[src/rtl/priority_arbiter_pkg.sv]
// priority_arbiter_pkg: shared state type and index helpers for the arbiter
package priority_arbiter_pkg;
  typedef enum logic {IDLE, GRANT} state_e;
  localparam int MAX_CH = 256;
  function automatic int idx_w(input int n);
    return ($clog2(n) > 1) ? $clog2(n) : 1;
  endfunction
  function automatic int onehot_to_idx(input logic [MAX_CH-1:0] v);
    int r = 0;
    for (int i = 0; i < MAX_CH; i++) if (v[i]) r |= i;
    return r;
  endfunction
endpackage

[src/rtl/arb_pick.sv]
// arb_pick: finds the first live request, from 0 (fixed) or from start (round-robin)
module arb_pick #(
  parameter int N_CH = 16,
  parameter int IW   = 4
) (
  input  logic [N_CH-1:0] req,
  input  logic [N_CH-1:0] excl,
  input  logic [IW-1:0]   start,
  input  logic            rr,
  output logic [IW-1:0]   idx,
  output logic            found
);
  logic [N_CH-1:0] live;
  int base;
  assign live  = req & ~excl;
  assign found = |live;
  assign base  = rr ? int'(start) : 0;
  // Walk offsets downward so the nearest hit to base is written last
  always_comb begin
    idx = '0;
    for (int j = N_CH - 1; j >= 0; j--)
      if (live[(base + j) % N_CH]) idx = IW'((base + j) % N_CH);
  end
endmodule

[src/rtl/priority_arbiter.sv]
// priority_arbiter: registered N-channel fixed/round-robin arbiter with grant lock.
// Define ARB_HOLD_TIMEOUT_EN to revoke holds longer than HOLD_MAX when others wait.
module priority_arbiter
  import priority_arbiter_pkg::*;
#(
  parameter int N_CH     = 16,
  parameter int HOLD_MAX = 64
) (
  input  logic                     Clk,
  input  logic                     Reset,
  input  logic [N_CH-1:0]          requestSignals,
  input  logic                     roundRobin,
  output logic [N_CH-1:0]          grantSignals,
  output logic                     grantValid,
  output logic [idx_w(N_CH)-1:0]   grantIndex,
  output logic                     timeoutPulse
);
  localparam int IW = idx_w(N_CH);
  state_e state_q, state_d;
  logic [N_CH-1:0] grant_q, grant_d, excl;
  logic [IW-1:0] ptr_q, ptr_d, win;
  logic found, owner_req, timeout;
  assign owner_req = |(requestSignals & grant_q);
  assign excl      = timeout ? grant_q : '0;
  arb_pick #(.N_CH(N_CH), .IW(IW)) u_pick (
    .req(requestSignals), .excl(excl), .start(ptr_q), .rr(roundRobin),
    .idx(win), .found(found)
  );
  always_comb begin
    state_d = state_q;
    grant_d = grant_q;
    ptr_d   = ptr_q;
    if (state_q == IDLE || !owner_req || timeout) begin
      state_d = found ? GRANT : IDLE;
      grant_d = found ? ({{(N_CH-1){1'b0}}, 1'b1} << win) : '0;
      ptr_d   = !found ? ptr_q : (win == IW'(N_CH - 1)) ? '0 : win + 1'b1;
    end
  end
  always_ff @(posedge Clk or posedge Reset)
    if (Reset) begin
      state_q <= IDLE;
      grant_q <= '0;
      ptr_q   <= '0;
    end else begin
      state_q <= state_d;
      grant_q <= grant_d;
      ptr_q   <= ptr_d;
    end
`ifdef ARB_HOLD_TIMEOUT_EN
  localparam int CW = $clog2(HOLD_MAX + 1);
  logic [CW-1:0] cnt_q, cnt_d;
  logic to_q;
  assign timeout = state_q == GRANT && owner_req &&
                   |(requestSignals & ~grant_q) && cnt_q == CW'(HOLD_MAX);
  assign cnt_d   = (state_q == IDLE || grant_d != grant_q) ? '0 :
                   (cnt_q == CW'(HOLD_MAX)) ? cnt_q : cnt_q + 1'b1;
  always_ff @(posedge Clk or posedge Reset)
    if (Reset) begin
      cnt_q <= '0;
      to_q  <= 1'b0;
    end else begin
      cnt_q <= cnt_d;
      to_q  <= timeout;
    end
  assign timeoutPulse = to_q;
`else
  localparam int UNUSED_HOLD = HOLD_MAX;
  assign timeout      = 1'b0;
  assign timeoutPulse = 1'b0;
`endif
  assign grantSignals = grant_q;
  assign grantValid   = state_q == GRANT;
  assign grantIndex   = IW'(onehot_to_idx(MAX_CH'(grant_q)));
endmodule

[config.mk]
export PLATFORM = sky130hd
export DESIGN_NAME = priority_arbiter
export DESIGN_NICKNAME = d
export VERILOG_FILES = /design/src/rtl/priority_arbiter_pkg.sv /design/src/rtl/arb_pick.sv /design/src/rtl/priority_arbiter.sv
export SDC_FILE = /design/constraint.sdc
export NUM_CORES = 1
export LEC_CHECK = 0
export BUFFER_PORTS_ARGS = -buffer_cell sky130_fd_sc_hd__buf_2
export CELL_PAD_IN_SITES_DETAIL_PLACEMENT = 1
export CELL_PAD_IN_SITES_GLOBAL_PLACEMENT = 1
export CORE_MARGIN = 1
export CORE_UTILIZATION = 46
export DETAILED_ROUTE_END_ITERATION = 8
export PLACE_DENSITY_LB_ADDON = 0.05
export REMOVE_ABC_BUFFERS = 1
export SYNTH_ARGS = -nofsm -noshare
export SYNTH_HDL_FRONTEND = slang
export SYNTH_SLANG_ARGS = --single-unit
[constraint.sdc]
create_clock -name Clk -period 5.2 [get_ports Clk]
set_clock_uncertainty 0.15 [all_clocks]
set_input_delay 0.78 -clock Clk [delete_from_list [all_inputs] [get_ports Clk]]
set_output_delay 0.78 -clock Clk [all_outputs]
set_load 0.005 [all_outputs]
==> results_dict.tcl <==
set metrics [dict create \
    status "completed" \
    cts_tree "built" \
    wl_mm 17.5 \
    startpoint_type "input pin" \
    rsz0062_at_grt "false" \
    slew_violations 0 \
    first_pass_iters 5 \
    start_util 0.475 \
    setup_viol 0 \
    grt_pass1_vias 4730 \
    dieWidth_um 99.4 \
    drtIter0Drc 362 \
    holdBufCountCts 0 \
    cts_setup_buffers 0 \
    dp_slack_ps 218 \
    ant_nets 0 \
    synth_cells 554 \
    worst_pin_slew_ps 845 \
    avgSynthCellArea_um2 7.88 \
    clock-sinks 21 \
    port_buffers 39 \
    nets 576 \
    path_max_fanout 12 \
    area_delta_synth_final_pct 3.09 \
    insertion_delay_ps 260 \
    endpoint_kind "register" \
    grt_pass1_wl_mm 27.2 \
    num_vias 4785 \
    crit_arrival_ps 4710 \
    num-fill-cells 1164 \
    crit_required_ps 5200 \
    period_minus_slack_ps 4710 \
    total_power_w 0.00365 \
    ys_types 92 \
    yosys_warnings 0 \
    hpwl_mm 13.1 \
    criticalPathCategory "input pin to register" \
    power.leakage_nw 1.78 \
    power.density_mw_per_mm2 810 \
    yosys-top-cells-count "nand2_1, nor2_1, mux2i_1" \
    num_antenna_cells 0 \
    cts.repair.resized 0 \
    overflow 0 \
    fp.dieArea_mm2 0.00989 \
    drive_gt1_frac 0.209 \
    cts_made_buffers 3 \
    layout_setup_ws_ps 485 \
    cts-htree-levels 1 \
    synth_ff_type "dfrtp_1" \
    drc 0 \
    ios 41 \
    drt-wirelength-per-cell_um 26.3 \
    antenna_found_initial 0 \
    hold_path.class "register to register" \
    ys_ff_latch 21 \
    synth.area.top_cells "dfrtp_1, mux2i_1, mux2_2, nand2_1, nor2_1" \
    die_h_um 99.4 \
    fp-row-count 35 \
    fmax_mhz 212 \
    yosysSeqAreaShare 0.120 \
    grt_max_degree 78 \
    slew_headroom 0.437 \
    core_mm2 0.00920 \
    r2r_setup_slack_ps 660 \
    netlist_area_mm2 0.00437 \
    hold_violations 0 \
    totalNegativeSetupSlack_ps 0 \
    cap_violations 0 \
    synth_async_sr_flop_share 1.00 \
    clk_path_buf_depth 2 \
    synth_edf_count 0 \
    clk_pin_slew_ps 80 \
    routed_via_density 7.20 \
    fin_crit_sh 0.907 \
    clockRootBuffer "clkbuf_8" \
    vdd_drop_max_mv 0.686 \
    place_congestion 0.952 \
    synth_top_cell_by_area "dfrtp_1" \
    grt_usage 0.359 \
    synth_top_area_share 0.120 \
]
==> critical path, cell delays in order <==
cell,delay [ps]
buf_2,110
and2_1,170
inv_4,120
ha_1,310
buf_4,270
xor2_2,210
or2_1,130
o22ai_1,80
or4_1,650
o21ai_4,330
a2111o_1,240
a2111oi_2,60
a211oi_1,260
a2bb2oi_1,350
nor2_1,100
ha_1,280
mux2_2,260
==> per-stage QoR <==
step	hold WS, ps	instances	util	instance area, um^2
6_report	425	665	0.490	4500
5_1_grt	457	665	0.490	4500
4_1_cts	430	665	0.490	4500
3_5_place_dp	412	661	0.484	4460
3_3_place_gp	398	661	0.484	4460
2_1_floorplan	372	494	-	3990
==> cells in the final DEF (no fill, tap or decap), types with 4 or more instances in the layout <==
cell      synthesis  layout
or2_1             4       4
nor3_1           19      19
o21a_1            5       5
o22ai_1          11      11
a31oi_1           4       4
a211oi_1         13      13
mux4_2            4       4
and3_1            6       6
o211ai_1          8       8
nand2b_1         13      13
nor2_1           38      38
xnor2_1           5       5
o22a_1            4       4
a221oi_1          7       7
o31ai_1           6       6
dfrtp_1          21      19
o21ai_0          15      15
or3_1             6       6
mux2i_1          32      32
o32ai_1           5       5
nor4_1           10      10
or4_1             7       7
nand2_1          38      38
nand3b_1         17      17
inv_1             5       5
o21ai_1           7       7
buf_2            12      39
nor3b_1           4       4
nand3_1          16      16
a22oi_1          14      14
o21ai_2           4       4
nand4_1           8       8
mux2_2           13      13
and2_1            8       8
buf_4            16      17
a22o_1           13      13
a21oi_1          19      19
and3b_1           4       4
==> routing by layer <==
layer  up-vias  part of all wire  global-route usage
met5         -                 0                   0
met4         0             0.039               0.149
met3        48             0.083              0.0583
met2       224              0.45               0.567
met1      2361              0.43               0.488
li1       2152                 -                   -
==> cell families (layout without fill, tap and decap cells) <==
logic type / after synthesis / after routing / synth area share
simple gates: 216 / 216 / 0.280
compound gates: 184 / 184 / 0.338
buf+inv: 68 / 68 / 0.0934
xor+xnor: 10 / 10 / 0.0261
other cells: 1 / 1 / 0.000859
flops: 21 / 21 / 0.120
fa+ha+maj: 2 / 2 / 0.00573
mux: 52 / 52 / 0.136
==> layout make-up <==
class | instances | area, um^2 | share of cell area
clock buffers | 3 | 41.3 | 0.00917
clock inverters | 1 | 5.00 | 0.00111
inverters | 8 | 32.5 | 0.00723
multi-input cells | 465 | 3430 | 0.763
flip-flops and latches | 21 | 528 | 0.117
well taps | 111 | 139 | 0.0309
repair buffers | 56 | 323 | 0.0717
==> registers in the layout, indices dropped and copies added (netlist names) <==
name and flops:
grantValid 1, ptr_q 4, grantSignals 16
==> final timing paths <==
kind                                      start  depth (start not counted)         endpoint
worst max-delay path                 roundRobin                         17         ptr_q[2]
worst min-delay path            grantSignals[0]                          1  grantSignals[0]
worst max register to register         ptr_q[0]                         16         ptr_q[2]
worst min register to register  grantSignals[0]                          1  grantSignals[0]
max in group asynchronous                 Reset                          2         ptr_q[2]
min in group asynchronous                 Reset                          2  grantSignals[9]
==> power breakdown <==
| group | total (W) | switching (W) | leakage (nW) | internal [W] |
|---|---|---|---|---|
| clock network | 0.000108 | 0.0000546 | 0.0255 | 0.0000535 |
| logic | 0.00320 | 0.00195 | 1.48 | 0.00125 |
| registers | 0.000342 | 0.000119 | 0.274 | 0.000222 |
No activity file was read; power rests on OpenSTA's default activity.
